**src/rtl/pipe_hazard_ctrl_pkg.sv**
```systemverilog
// Shared definitions for the pipeline hazard controller.
// Provides the FSM state encoding, register-address width, the zero-register
// constant and a small source-operand match helper.
package pipe_hazard_ctrl_pkg;

    localparam int unsigned REGADDR_W = 5;
    localparam int unsigned STATE_W   = 3;
    localparam int unsigned BUB_W     = 3;

    localparam logic [REGADDR_W-1:0] ZERO_REG = REGADDR_W'(0);

    // Controller states; the encoding is visible on ctrl_state for debug.
    typedef enum logic [STATE_W-1:0] {
        HZ_RUN   = 3'd0,
        HZ_MC    = 3'd1,
        HZ_MEM   = 3'd2,
        HZ_FLUSH = 3'd3
    } hz_state_e;

    // True when an ID source operand is read and names the given destination.
    function automatic logic src_hits(
        input logic                 used,
        input logic [REGADDR_W-1:0] rs,
        input logic [REGADDR_W-1:0] rd
    );
        return used && (rs == rd);
    endfunction

endpackage

```
**src/rtl/pipe_hazard_ctrl_if.sv**
```systemverilog
// Datapath <-> hazard controller bundle.
// master : datapath side, drives ID/EX/LS status, receives hold/bubble controls.
// slave  : controller side, receives status, drives pc/ifid/idex/exls controls,
//          mc_kill and the ctrl_state debug view.
interface pipe_hazard_ctrl_if;
    import pipe_hazard_ctrl_pkg::*;

    // Status from the datapath
    logic [REGADDR_W-1:0] id_rs1_addr;
    logic [REGADDR_W-1:0] id_rs2_addr;
    logic                 id_rs1_used;
    logic                 id_rs2_used;
    logic [REGADDR_W-1:0] ex_rd_addr;
    logic                 ex_rd_ena;
    logic                 ex_load_flag;
    logic                 ex_mc_start;
    logic                 ex_mc_done;
    logic                 ex_redirect;
    logic                 ls_trap;
    logic                 ls_mem_busy;

    // Controls back to the datapath
    logic                 pc_stall;
    logic                 ifid_stall;
    logic                 ifid_flush;
    logic                 idex_stall;
    logic                 idex_flush;
    logic                 exls_stall;
    logic                 exls_flush;
    logic                 mc_kill;
    logic [STATE_W-1:0]   ctrl_state;

    modport master (
        output id_rs1_addr, id_rs2_addr, id_rs1_used, id_rs2_used,
               ex_rd_addr, ex_rd_ena, ex_load_flag, ex_mc_start, ex_mc_done,
               ex_redirect, ls_trap, ls_mem_busy,
        input  pc_stall, ifid_stall, ifid_flush, idex_stall, idex_flush,
               exls_stall, exls_flush, mc_kill, ctrl_state
    );

    modport slave (
        input  id_rs1_addr, id_rs2_addr, id_rs1_used, id_rs2_used,
               ex_rd_addr, ex_rd_ena, ex_load_flag, ex_mc_start, ex_mc_done,
               ex_redirect, ls_trap, ls_mem_busy,
        output pc_stall, ifid_stall, ifid_flush, idex_stall, idex_flush,
               exls_stall, exls_flush, mc_kill, ctrl_state
    );

endinterface

```
**src/rtl/pipe_hazard_detect.sv**
```systemverilog
// Purely combinational load-use comparator.
// Ports:
//   i_rs1_addr/i_rs2_addr : ID source registers
//   i_rs1_used/i_rs2_used : ID actually reads the source
//   i_rd_addr/i_rd_ena    : EX destination and write enable
//   i_load_flag           : EX instruction is a load
//   o_load_use            : ID needs the load result that EX has not produced yet
module pipe_hazard_detect
    import pipe_hazard_ctrl_pkg::*;
(
    input  logic [REGADDR_W-1:0] i_rs1_addr,
    input  logic [REGADDR_W-1:0] i_rs2_addr,
    input  logic                 i_rs1_used,
    input  logic                 i_rs2_used,
    input  logic [REGADDR_W-1:0] i_rd_addr,
    input  logic                 i_rd_ena,
    input  logic                 i_load_flag,
    output logic                 o_load_use
);

    logic w_src_match;

    assign w_src_match = src_hits(i_rs1_used, i_rs1_addr, i_rd_addr)
                       | src_hits(i_rs2_used, i_rs2_addr, i_rd_addr);

    // Writes to x0 are discarded, so they can never create a dependency.
    assign o_load_use = i_load_flag & i_rd_ena & (i_rd_addr != ZERO_REG) & w_src_match;

endmodule

```
**src/rtl/pipe_hazard_ctrl.sv**
```systemverilog
// Central stall/flush sequencer for the 5-stage pipeline.
// Resolves, highest priority first: LS trap, EX redirect, LS memory wait,
// multi-cycle EX op, load-use. Controls are combinational from the state and
// the current inputs; state, bubble counter and perf counters are registered.
// Ports:
//   clk, rst : clock, asynchronous active-high reset
//   hz       : pipe_hazard_ctrl_if.slave (status in, hold/bubble controls out)
//   perf_*   : saturating event counters, present only with
//              YSYX_22051013_PERF_CNT_EN defined
module pipe_hazard_ctrl
    import pipe_hazard_ctrl_pkg::*;
#(
    parameter int unsigned REDIRECT_BUBBLES = 1,
    parameter int unsigned PERF_W           = 32
)(
    input  logic                clk,
    input  logic                rst,
    pipe_hazard_ctrl_if.slave   hz
`ifdef YSYX_22051013_PERF_CNT_EN
    ,
    output logic [PERF_W-1:0]   perf_lu_cnt,
    output logic [PERF_W-1:0]   perf_mc_cnt,
    output logic [PERF_W-1:0]   perf_mem_cnt,
    output logic [PERF_W-1:0]   perf_flush_cnt
`endif
);

    // Elaboration-time parameter sanity.
    if (REDIRECT_BUBBLES < 1 || REDIRECT_BUBBLES > 7) begin : g_bad_redirect_bubbles
        $error("pipe_hazard_ctrl: REDIRECT_BUBBLES must be 1..7");
    end
    if (PERF_W < 1) begin : g_bad_perf_w
        $error("pipe_hazard_ctrl: PERF_W must be at least 1");
    end

    hz_state_e          r_state;
    hz_state_e          w_state_nxt;
    logic [BUB_W-1:0]   r_bub_cnt;
    logic [BUB_W-1:0]   w_bub_nxt;
    logic               w_load_use;

    logic w_pc_stall;
    logic w_ifid_stall;
    logic w_ifid_flush;
    logic w_idex_stall;
    logic w_idex_flush;
    logic w_exls_stall;
    logic w_exls_flush;
    logic w_mc_kill;

    pipe_hazard_detect u_detect (
        .i_rs1_addr  (hz.id_rs1_addr),
        .i_rs2_addr  (hz.id_rs2_addr),
        .i_rs1_used  (hz.id_rs1_used),
        .i_rs2_used  (hz.id_rs2_used),
        .i_rd_addr   (hz.ex_rd_addr),
        .i_rd_ena    (hz.ex_rd_ena),
        .i_load_flag (hz.ex_load_flag),
        .o_load_use  (w_load_use)
    );

    // Priority resolution and next-state; each branch asserts either the hold
    // or the bubble of a register, never both.
    always_comb begin
        w_state_nxt  = r_state;
        w_bub_nxt    = r_bub_cnt;
        w_pc_stall   = 1'b0;
        w_ifid_stall = 1'b0;
        w_ifid_flush = 1'b0;
        w_idex_stall = 1'b0;
        w_idex_flush = 1'b0;
        w_exls_stall = 1'b0;
        w_exls_flush = 1'b0;
        w_mc_kill    = 1'b0;

        if (hz.ls_trap) begin
            w_ifid_flush = 1'b1;
            w_idex_flush = 1'b1;
            w_exls_flush = 1'b1;
            w_mc_kill    = (r_state == HZ_MC);
            w_state_nxt  = HZ_FLUSH;
            w_bub_nxt    = BUB_W'(REDIRECT_BUBBLES);
        end else if (hz.ex_redirect && !hz.ls_mem_busy && r_state != HZ_MC) begin
            // EX holds the multi-cycle op while in HZ_MC, so no redirect can
            // originate there; a redirect during memory wait is held in EX.
            w_ifid_flush = 1'b1;
            w_idex_flush = 1'b1;
            w_state_nxt  = HZ_FLUSH;
            w_bub_nxt    = BUB_W'(REDIRECT_BUBBLES);
        end else if (hz.ls_mem_busy && r_state != HZ_MC) begin
            // LS carries a bubble during HZ_MC, so busy is only meaningful
            // elsewhere. A FLUSH sequence is frozen, not abandoned.
            w_pc_stall   = 1'b1;
            w_ifid_stall = 1'b1;
            w_idex_stall = 1'b1;
            w_exls_stall = 1'b1;
            if (r_state != HZ_FLUSH) begin
                w_state_nxt = HZ_MEM;
            end
        end else begin
            case (r_state)
                HZ_MC: begin
                    if (hz.ex_mc_done) begin
                        w_state_nxt = HZ_RUN;
                    end else begin
                        w_pc_stall   = 1'b1;
                        w_ifid_stall = 1'b1;
                        w_idex_stall = 1'b1;
                        w_exls_flush = 1'b1;
                    end
                end
                HZ_FLUSH: begin
                    w_ifid_flush = 1'b1;
                    if (r_bub_cnt != BUB_W'(0)) begin
                        w_bub_nxt = r_bub_cnt - BUB_W'(1);
                    end
                    if (r_bub_cnt <= BUB_W'(1)) begin
                        w_state_nxt = HZ_RUN;
                    end
                end
                default: begin
                    // RUN, or the first non-busy cycle of MEM_WAIT which
                    // behaves as RUN so a pending dependency is not skipped.
                    w_state_nxt = HZ_RUN;
                    if (hz.ex_mc_start && !hz.ex_mc_done) begin
                        w_state_nxt = HZ_MC;
                    end else if (w_load_use) begin
                        w_pc_stall   = 1'b1;
                        w_ifid_stall = 1'b1;
                        w_idex_flush = 1'b1;
                    end
                end
            endcase
        end
    end

    // State and bubble counter.
    always_ff @(posedge clk or posedge rst) begin
        if (rst) begin
            r_state   <= HZ_RUN;
            r_bub_cnt <= BUB_W'(0);
        end else begin
            r_state   <= w_state_nxt;
            r_bub_cnt <= w_bub_nxt;
        end
    end

    // Controls are forced low while reset is asserted, independent of inputs.
    assign hz.pc_stall   = w_pc_stall   & ~rst;
    assign hz.ifid_stall = w_ifid_stall & ~rst;
    assign hz.ifid_flush = w_ifid_flush & ~rst;
    assign hz.idex_stall = w_idex_stall & ~rst;
    assign hz.idex_flush = w_idex_flush & ~rst;
    assign hz.exls_stall = w_exls_stall & ~rst;
    assign hz.exls_flush = w_exls_flush & ~rst;
    assign hz.mc_kill    = w_mc_kill    & ~rst;
    assign hz.ctrl_state = r_state;

`ifdef YSYX_22051013_PERF_CNT_EN
    logic [PERF_W-1:0] r_perf_lu;
    logic [PERF_W-1:0] r_perf_mc;
    logic [PERF_W-1:0] r_perf_mem;
    logic [PERF_W-1:0] r_perf_flush;
    logic              w_win_lu;
    logic              w_win_mc;
    logic              w_win_mem;
    logic              w_win_flush;

    // Winning cause recovered from the control pattern each cause produces.
    assign w_win_flush = w_ifid_flush;
    assign w_win_lu    = w_idex_flush & ~w_ifid_flush;
    assign w_win_mem   = w_exls_stall;
    assign w_win_mc    = w_idex_stall & ~w_exls_stall;

    // Saturating event counters.
    always_ff @(posedge clk or posedge rst) begin
        if (rst) begin
            r_perf_lu    <= PERF_W'(0);
            r_perf_mc    <= PERF_W'(0);
            r_perf_mem   <= PERF_W'(0);
            r_perf_flush <= PERF_W'(0);
        end else begin
            if (w_win_lu && (r_perf_lu != '1)) begin
                r_perf_lu <= r_perf_lu + PERF_W'(1);
            end
            if (w_win_mc && (r_perf_mc != '1)) begin
                r_perf_mc <= r_perf_mc + PERF_W'(1);
            end
            if (w_win_mem && (r_perf_mem != '1)) begin
                r_perf_mem <= r_perf_mem + PERF_W'(1);
            end
            if (w_win_flush && (r_perf_flush != '1)) begin
                r_perf_flush <= r_perf_flush + PERF_W'(1);
            end
        end
    end

    assign perf_lu_cnt    = r_perf_lu;
    assign perf_mc_cnt    = r_perf_mc;
    assign perf_mem_cnt   = r_perf_mem;
    assign perf_flush_cnt = r_perf_flush;
`endif

endmodule
```
**src/flat_wrapper.sv**
```systemverilog
// flat-port wrapper written by rule: the top's interface ports become plain ports
module pipe_hazard_ctrl_flat import pipe_hazard_ctrl_pkg::*;
#(
    parameter int unsigned REDIRECT_BUBBLES = 1,
    parameter int unsigned PERF_W           = 32
)
  (clk, rst, hz_id_rs1_addr, hz_id_rs2_addr, hz_id_rs1_used, hz_id_rs2_used, hz_ex_rd_addr, hz_ex_rd_ena, hz_ex_load_flag, hz_ex_mc_start, hz_ex_mc_done, hz_ex_redirect, hz_ls_trap, hz_ls_mem_busy, hz_pc_stall, hz_ifid_stall, hz_ifid_flush, hz_idex_stall, hz_idex_flush, hz_exls_stall, hz_exls_flush, hz_mc_kill, hz_ctrl_state);
  pipe_hazard_ctrl_if hz_i ();
  input  logic clk;
  input  logic rst;
  input wire logic [$bits(hz_i.id_rs1_addr)-1:0] hz_id_rs1_addr;
  input wire logic [$bits(hz_i.id_rs2_addr)-1:0] hz_id_rs2_addr;
  input wire logic [$bits(hz_i.id_rs1_used)-1:0] hz_id_rs1_used;
  input wire logic [$bits(hz_i.id_rs2_used)-1:0] hz_id_rs2_used;
  input wire logic [$bits(hz_i.ex_rd_addr)-1:0] hz_ex_rd_addr;
  input wire logic [$bits(hz_i.ex_rd_ena)-1:0] hz_ex_rd_ena;
  input wire logic [$bits(hz_i.ex_load_flag)-1:0] hz_ex_load_flag;
  input wire logic [$bits(hz_i.ex_mc_start)-1:0] hz_ex_mc_start;
  input wire logic [$bits(hz_i.ex_mc_done)-1:0] hz_ex_mc_done;
  input wire logic [$bits(hz_i.ex_redirect)-1:0] hz_ex_redirect;
  input wire logic [$bits(hz_i.ls_trap)-1:0] hz_ls_trap;
  input wire logic [$bits(hz_i.ls_mem_busy)-1:0] hz_ls_mem_busy;
  output wire logic [$bits(hz_i.pc_stall)-1:0] hz_pc_stall;
  output wire logic [$bits(hz_i.ifid_stall)-1:0] hz_ifid_stall;
  output wire logic [$bits(hz_i.ifid_flush)-1:0] hz_ifid_flush;
  output wire logic [$bits(hz_i.idex_stall)-1:0] hz_idex_stall;
  output wire logic [$bits(hz_i.idex_flush)-1:0] hz_idex_flush;
  output wire logic [$bits(hz_i.exls_stall)-1:0] hz_exls_stall;
  output wire logic [$bits(hz_i.exls_flush)-1:0] hz_exls_flush;
  output wire logic [$bits(hz_i.mc_kill)-1:0] hz_mc_kill;
  output wire logic [$bits(hz_i.ctrl_state)-1:0] hz_ctrl_state;
  assign hz_i.id_rs1_addr = hz_id_rs1_addr;
  assign hz_i.id_rs2_addr = hz_id_rs2_addr;
  assign hz_i.id_rs1_used = hz_id_rs1_used;
  assign hz_i.id_rs2_used = hz_id_rs2_used;
  assign hz_i.ex_rd_addr = hz_ex_rd_addr;
  assign hz_i.ex_rd_ena = hz_ex_rd_ena;
  assign hz_i.ex_load_flag = hz_ex_load_flag;
  assign hz_i.ex_mc_start = hz_ex_mc_start;
  assign hz_i.ex_mc_done = hz_ex_mc_done;
  assign hz_i.ex_redirect = hz_ex_redirect;
  assign hz_i.ls_trap = hz_ls_trap;
  assign hz_i.ls_mem_busy = hz_ls_mem_busy;
  assign hz_pc_stall = hz_i.pc_stall;
  assign hz_ifid_stall = hz_i.ifid_stall;
  assign hz_ifid_flush = hz_i.ifid_flush;
  assign hz_idex_stall = hz_i.idex_stall;
  assign hz_idex_flush = hz_i.idex_flush;
  assign hz_exls_stall = hz_i.exls_stall;
  assign hz_exls_flush = hz_i.exls_flush;
  assign hz_mc_kill = hz_i.mc_kill;
  assign hz_ctrl_state = hz_i.ctrl_state;
  pipe_hazard_ctrl #(.REDIRECT_BUBBLES(REDIRECT_BUBBLES), .PERF_W(PERF_W)) u_core (.clk(clk), .rst(rst), .hz(hz_i));
endmodule
```
**config.mk**
```make
export PLATFORM = sky130hd
export DESIGN_NAME = pipe_hazard_ctrl_flat
export DESIGN_NICKNAME = d
export VERILOG_FILES = /design/src/rtl/pipe_hazard_ctrl_pkg.sv /design/src/rtl/pipe_hazard_ctrl_if.sv /design/src/rtl/pipe_hazard_detect.sv /design/src/rtl/pipe_hazard_ctrl.sv /design/src/flat_wrapper.sv
export SDC_FILE = /design/constraint.sdc
export NUM_CORES = 1
export LEC_CHECK = 0
export CORE_MARGIN = 3
export CORE_UTILIZATION = 35
export DETAILED_ROUTE_END_ITERATION = 8
export GPL_ROUTABILITY_DRIVEN = 0
export GPL_TIMING_DRIVEN = 0
export PLACE_DENSITY = 0.87
export SLEW_MARGIN = 20
export SYNTH_ARGS = -nofsm -noshare
export SYNTH_HDL_FRONTEND = slang
export SYNTH_SLANG_ARGS = --single-unit
```
**constraint.sdc**
```tcl
create_clock -name clk -period 2.1 [get_ports clk]
set_clock_uncertainty 0.1 [all_clocks]
set_input_delay 0.42 -clock clk [delete_from_list [all_inputs] [get_ports clk]]
set_output_delay 0.42 -clock clk [all_outputs]
set_load 0.01 [all_outputs]
```
==> impl_metrics.env <==
export IMPL_status="complete, but fails checks"
export IMPL_violations="negative setup slack"
export IMPL_ir_drop_uv=261
export IMPL_first_pass_iters=5
export IMPL_cp_cell_sequence="buf_8 -> or4_4 -> o221a_4 -> nand2_2 -> o21bai_1 -> buf_4 -> buf_6"
export IMPL_r2r_cells=6
export IMPL_initial_core_util_pct=37.8
export IMPL_cp_top_family="simple AND/OR/NAND/NOR gates"
export IMPL_die_w_um=46.6
export IMPL_fin_cells=130
export IMPL_power_share_switching_pct=36.9
export IMPL_row_count=14
export IMPL_maxSlewViolCount=0
export IMPL_grt_overflow=0
export IMPL_drive_gt1_share_pct=33.3
export IMPL_drtIter0Drc=11
export IMPL_place_inst=120
export IMPL_placed_area_um2=936
export IMPL_antenna_found_initial=0
export IMPL_netSwitchingPower_uw=193
export IMPL_power_frac_comb_pct=51.1
export IMPL_coreArea_um2=1520
export IMPL_hpwl_mm=1.44
export IMPL_syn2layout_area_growth_pct=78.7
export IMPL_h_tree_depth=1
export IMPL_grt_pass1_wl_mm=2.97
export IMPL_netlist_cell_type_count=31
export IMPL_clk_insertion_delay_late_ns=0.24
export IMPL_max_freq_mhz=460
export IMPL_cts_buffers_inserted=3
export IMPL_vias=685
export IMPL_setup_ws_ns=-0.0760
export IMPL_setup_viol=1
export IMPL_cts_tree="done"
export IMPL_critical_path_max_stage_delay_ns=0.52
export IMPL_period_needed_ns=2.18
export IMPL_clockBufferDepth=2
export IMPL_grt_max_degree=9
export IMPL_syn_inst=70
export IMPL_synth_flop_cell="dfrtp_1"
export IMPL_viasPerCell=5.27
export IMPL_drv_cap=0
export IMPL_power_density_nw_per_um2=509
export IMPL_clkSinkCount=5
export IMPL_clk_pin_slew_ns=0.04
export IMPL_die_h_um=46.6
export IMPL_p_seq_share_pct=27.0
export IMPL_crit_cells=7
export IMPL_p_int_uw=331
export IMPL_synth_edf_count=0
export IMPL_final_cell_mix="dlygate4sd2_1 (15), xor2_1 (8), buf_4 (8)"
export IMPL_die_area_um2=2170
export IMPL_cts_hold_buffers=0
export IMPL_path_class="in -> out"
export IMPL_fin_nets=144
export IMPL_routedWlPerCell_um=14.1
export IMPL_syn_area_um2=576
export IMPL_required_ns=1.58
export IMPL_ff2ff_setup_slack_ns=0.45
export IMPL_post_route_period_util_pct=104
export IMPL_cts_root_buf="clkbuf_4"
export IMPL_syn_area_per_cell_um2=8.22
export IMPL_fillers=141
export IMPL_ioPinCount=37
export IMPL_hp_class="in -> async"
export IMPL_drtAntennaViolNets=0
export IMPL_drc_errors=0
export IMPL_grt_usage_pct=19.0
export IMPL_final_common_cell="dlygate4sd2_1"
export IMPL_critPathSlowestCell="or4_4"
export IMPL_stdcell_area_um2=1030
export IMPL_yosysSeqAreaShare_pct=21.7
export IMPL_hold_viol=0
export IMPL_setup_tns_ns=-0.0760
export IMPL_port_buffers=34
export IMPL_path_buf_inv=3
export IMPL_worst_setup_path_end_kind="primary output"
export IMPL_clkPwrFrac_pct=21.9
export IMPL_cp_start_kind="input port"
export IMPL_syn_nets=99
export IMPL_rsz0062_at_grt="yes"
export IMPL_power_uw=524
export IMPL_totalWireLength_mm=1.84
export IMPL_pre_cts_slack_ns=-0.885
export IMPL_yosysWarnings=0
export IMPL_critPathArrivalTime_ns=1.66
export IMPL_cp_max_fo=2
export IMPL_async_flop_share_pct=100
export IMPL_ys_ff_latch=5
export IMPL_antenna_cells=0
export IMPL_p_leak_nw=0.476
export IMPL_grt_pass1_vias=762
## final timing paths
| path | endpoint | from |
|---|---|---|
| max reg2reg | u_core.r_bub_cnt[1]$_DFFE_PP0P_ | u_core.r_bub_cnt[0]$_DFFE_PP0P_ |
| min in group clk | u_core.r_bub_cnt[1]$_DFFE_PP0P_ | u_core.r_bub_cnt[1]$_DFFE_PP0P_ |
| max | hz_pc_stall | hz_ex_rd_addr[3] |
| max in group asynchronous | u_core.hz.ctrl_state[1]$_DFFE_PP0P_ | rst |
| min | u_core.r_bub_cnt[0]$_DFFE_PP0P_ | rst |
| min reg2reg | u_core.r_bub_cnt[1]$_DFFE_PP0P_ | u_core.r_bub_cnt[1]$_DFFE_PP0P_ |
## per-stage QoR
step	util (%)	hold slack [ns]
after detailed placement	61.4	0.363
after global placement	61.4	0.348
final	67.5	0.126
after global routing	67.5	0.156
after CTS	66.3	0.108
after floorplan	-	0.274
## what timing repair did
action | CTS | global route
resized for setup | 69 | 5
endpoints found under the setup margin | 8 | 5
buffers inserted | 5 | 1
pin swaps | 12 | 7
## state kept, by name, summed over array words and instances, names as in the netlist
signal / flops
u_core.hz.ctrl_state: 2
u_core.r_bub_cnt: 3
## Yosys cell counts, types with 2 or more instances
master    n  area (um^2)
a21oi_1   4         20.0
a31oi_1   2         12.5
buf_4     2         15.0
dfrtp_1   5          125
ha_1      3         37.5
inv_1     6         22.5
mux2_2    2         22.5
nand2_1   4         15.0
nor2_1    5         18.8
nor3_1    2         10.0
nor3b_1   2         15.0
nor4_1    2         12.5
o21ai_0   3         15.0
o21bai_1  2         15.0
or4_1     2         15.0
xnor2_1   2         17.5
xor2_1    8         70.1
## cell families (layout without fill, tap and decap cells)
family                   Yosys count  after routing  synth area share, %
multiplexers                       2              2                 3.91
adder cells (fa/ha/maj)            3              3                 6.52
AND/OR/NAND/NOR                   23             23                 24.6
flip-flops                         5              5                 21.7
AO/OA/AOI/OAI                     17             17                 20.2
XOR/XNOR                          10             10                 15.2
buffers and inverters              9             53                 7.17
other                              1              1                0.652
## power groups by stage
stage | registers, mW | clock network, mW | logic (mW)
after floorplan | 0.141 | 0 | 0.127
after global placement | 0.143 | 0 | 0.236
after detailed placement | 0.144 | 0 | 0.248
after CTS | 0.141 | 0.117 | 0.262
after global routing | 0.146 | 0.131 | 0.295
final | 0.142 | 0.115 | 0.268
## per-layer routing
layer | vias up | track usage, % | wire length, um
li1 | 336 | - | -
met1 | 313 | 17.1 | 594
met2 | 34 | 38.2 | 1060
met3 | 2 | 7.42 | 170
met4 | 0 | 4.55 | 7
met5 | - | 0 | 0
## cell type report
cell class	instances	area, um^2	area share (%)
Buffer	3	18.8	1.82
Timing Repair Buffer	40	349	33.9
Multi-Input combinational cell	56	464	45.1
Tap cell	16	20.0	1.95
Clock buffer	4	26.3	2.55
Sequential cell	5	128	12.4
Inverter	6	22.5	2.19
## worst register-to-register path: cells and delay by family, from the launching register on
family                     cells  cell delay, ns
and+or+nand+nor                1            0.07
muxes                          1            0.36
adders and majority gates      1            0.20
AOI/OAI and AO/OA              2            0.31
buffers and inverters          1            0.10
DFF                            1            0.40
Power figures use the tool's default switching activity.
==> edit (same settings) <==
The package constant `BUB_W` goes from 3 to 6.
--- a/src/rtl/pipe_hazard_ctrl_pkg.sv
+++ b/src/rtl/pipe_hazard_ctrl_pkg.sv
@@ -5,7 +5,7 @@
 
     localparam int unsigned REGADDR_W = 5;
     localparam int unsigned STATE_W   = 3;
-    localparam int unsigned BUB_W     = 3;
+    localparam int unsigned BUB_W     = 6;
 
     localparam logic [REGADDR_W-1:0] ZERO_REG = REGADDR_W'(0);
 
Behaviour: same outputs for any inputs over 10 cycles, from zero or initial values and one cycle with rst high; that may be too few to reach the edited logic, so the function may still have changed.
==> edit against the original RTL <==
The flow still finishes with violations (setup timing); routed wire length rose by 18%; first-iteration DRC count is 45% higher; clock power fell by 3%; area after synthesis increased by 31%; worst setup slack got worse by 0.13 ns; die area up 26%; cell area up 19%; sequential cell count rose by 3; power increased by 45%; critical endpoint unchanged; largest cell class unchanged; largest power group unchanged.
==> edit: results (changes against the original RTL) <==
worst slack, placed=-1.03 ns (-0.142 ns); Synth Area in Adders=0.0333 (-0.0319); final setup fails=3 (+2); initial antenna violation count=0 (unchanged); antenna fix cells=0 (unchanged); Worst VDD drop=0.000440 V (+69%); routing usage on met1=0.197 (+0.0267); Largest register FFs=6 (+3); met3 global-route usage=0.0484 (-0.0258); worst path arrival time=1.79 ns (+0.13 ns); Synth cell types=39 (+26%); drt initial violations=16 (+5); layout cells sized above 1=0.282 (-0.0509); top cells by area, synth=dfrtp_1, xor2_1, xnor2_1; PnR worst setup slack=-0.210 ns (-0.134 ns); vias in the first global route=789 (+3.5%); Static Leak=0.549 nW (+15%); register area share after synthesis=0.266 (+0.0488); First-pass DRT Iterations=4 (-1); fin cells=158 (+22%); status=finished with violations; reg-to-reg slack, setup=0.35 ns (-0.10 ns); Port Buffers=34 (unchanged); largest reg by FF count=u_core.r_bub_cnt; DP HPWL=1.69 mm (+18%); most common library cells after synthesis=nor2_1, dfrtp_1, xor2_1; met3 wire len=113 µm (-34%); DP Area=1140 µm² (+21%); failing checks=setup timing; met2 wire len=1.17 mm (+9.8%); met1 WL=882 µm (+48%); largest net degree at the start of global routing=10 (+1); H-tree depth=1 (unchanged); placed cell count=148 (+23%); TritonCTS sink count=8 (+3); Hold Slack=0.106 ns (-0.0203 ns); HP Class=input pin to async pin; syn nets=115 (+16%); post-synthesis xor/xnor area fraction=0.151 (-0.000760); global-route wire length before repair=3.45 mm (+16%); final wirelength=2.16 mm (+18%); GRT Total Usage=0.169 (-0.0206); largest fanout on the critical path=2 (unchanged); Max Used Layer=met3; Internal Power=0.465 mW (+41%); Compound-Gate Fraction of Synth Area=0.218 (+0.0158); Setup TNS=-0.559 ns (-0.483 ns); global-route met2 utilization=0.314 (-0.0678); Mean Syn Cell Area=8.64 µm² (+5.1%); mux contribution to synthesized area=0 (-0.0391); vias post-DR=799 (+17%)
edit: cell count changes after synthesis, sizes merged, moves of 2 or more:
cell | unedited run | this run
nor2 | 5 | 10
xnor2 | 2 | 5
mux2 | 2 | 0
dfrtp | 5 | 8
nor4 | 2 | 6
nand2 | 5 | 2
a211oi | 0 | 2
edit: cell type report:
class,count,area (µm²)
buffer,3,22.5
clock buffer,3,22.5
fill,170,782
inverter,7,26.3
multi-input combinational,69,548
sequential,8,201
tap,27,33.8
timing repair buffer,41,365
edit: what timing repair did:
item | CTS | global route
pin swaps | 10 | 4
hold endpoints to repair | 0 | 0
gates resized for setup | 53 | 8
endpoints found under the setup margin | 8 | 5
setup buffers | 6 | 1
edit: worst paths after layout:
kind,start,endpoint,depth (start not counted)
max in group asynchronous,rst,u_core.hz.ctrl_state[0]$_DFFE_PP0P_,2
hold reg to reg,u_core.r_bub_cnt[0]$_DFFE_PP0P_,u_core.r_bub_cnt[0]$_DFFE_PP0P_,2
setup reg to reg,u_core.r_bub_cnt[0]$_DFFE_PP0P_,u_core.r_bub_cnt[4]$_DFFE_PP0P_,6
min in group clk,hz_ex_redirect,u_core.r_bub_cnt[0]$_DFFE_PP0P_,3
hold / removal,rst,u_core.r_bub_cnt[2]$_DFFE_PP0P_,2
setup / recovery,hz_id_rs2_addr[4],hz_pc_stall,7
edit: critical path, cell delays in order:
cell	delay (ns)
clkdlybuf4s50_1	0.41
xor2_1	0.16
nor4_2	0.32
a32oi_2	0.13
o21bai_4	0.16
buf_6	0.11
buf_6	0.09
edit: power by group through the flow:
stage	combinational, mW	clock [mW]	sequential, mW
4_1_cts	0.406	0.119	0.222
3_3_place_gp	0.368	0	0.226
3_5_place_dp	0.379	0	0.231
6_report	0.423	0.111	0.223
5_1_grt	0.463	0.126	0.229
2_1_floorplan	0.242	0	0.224
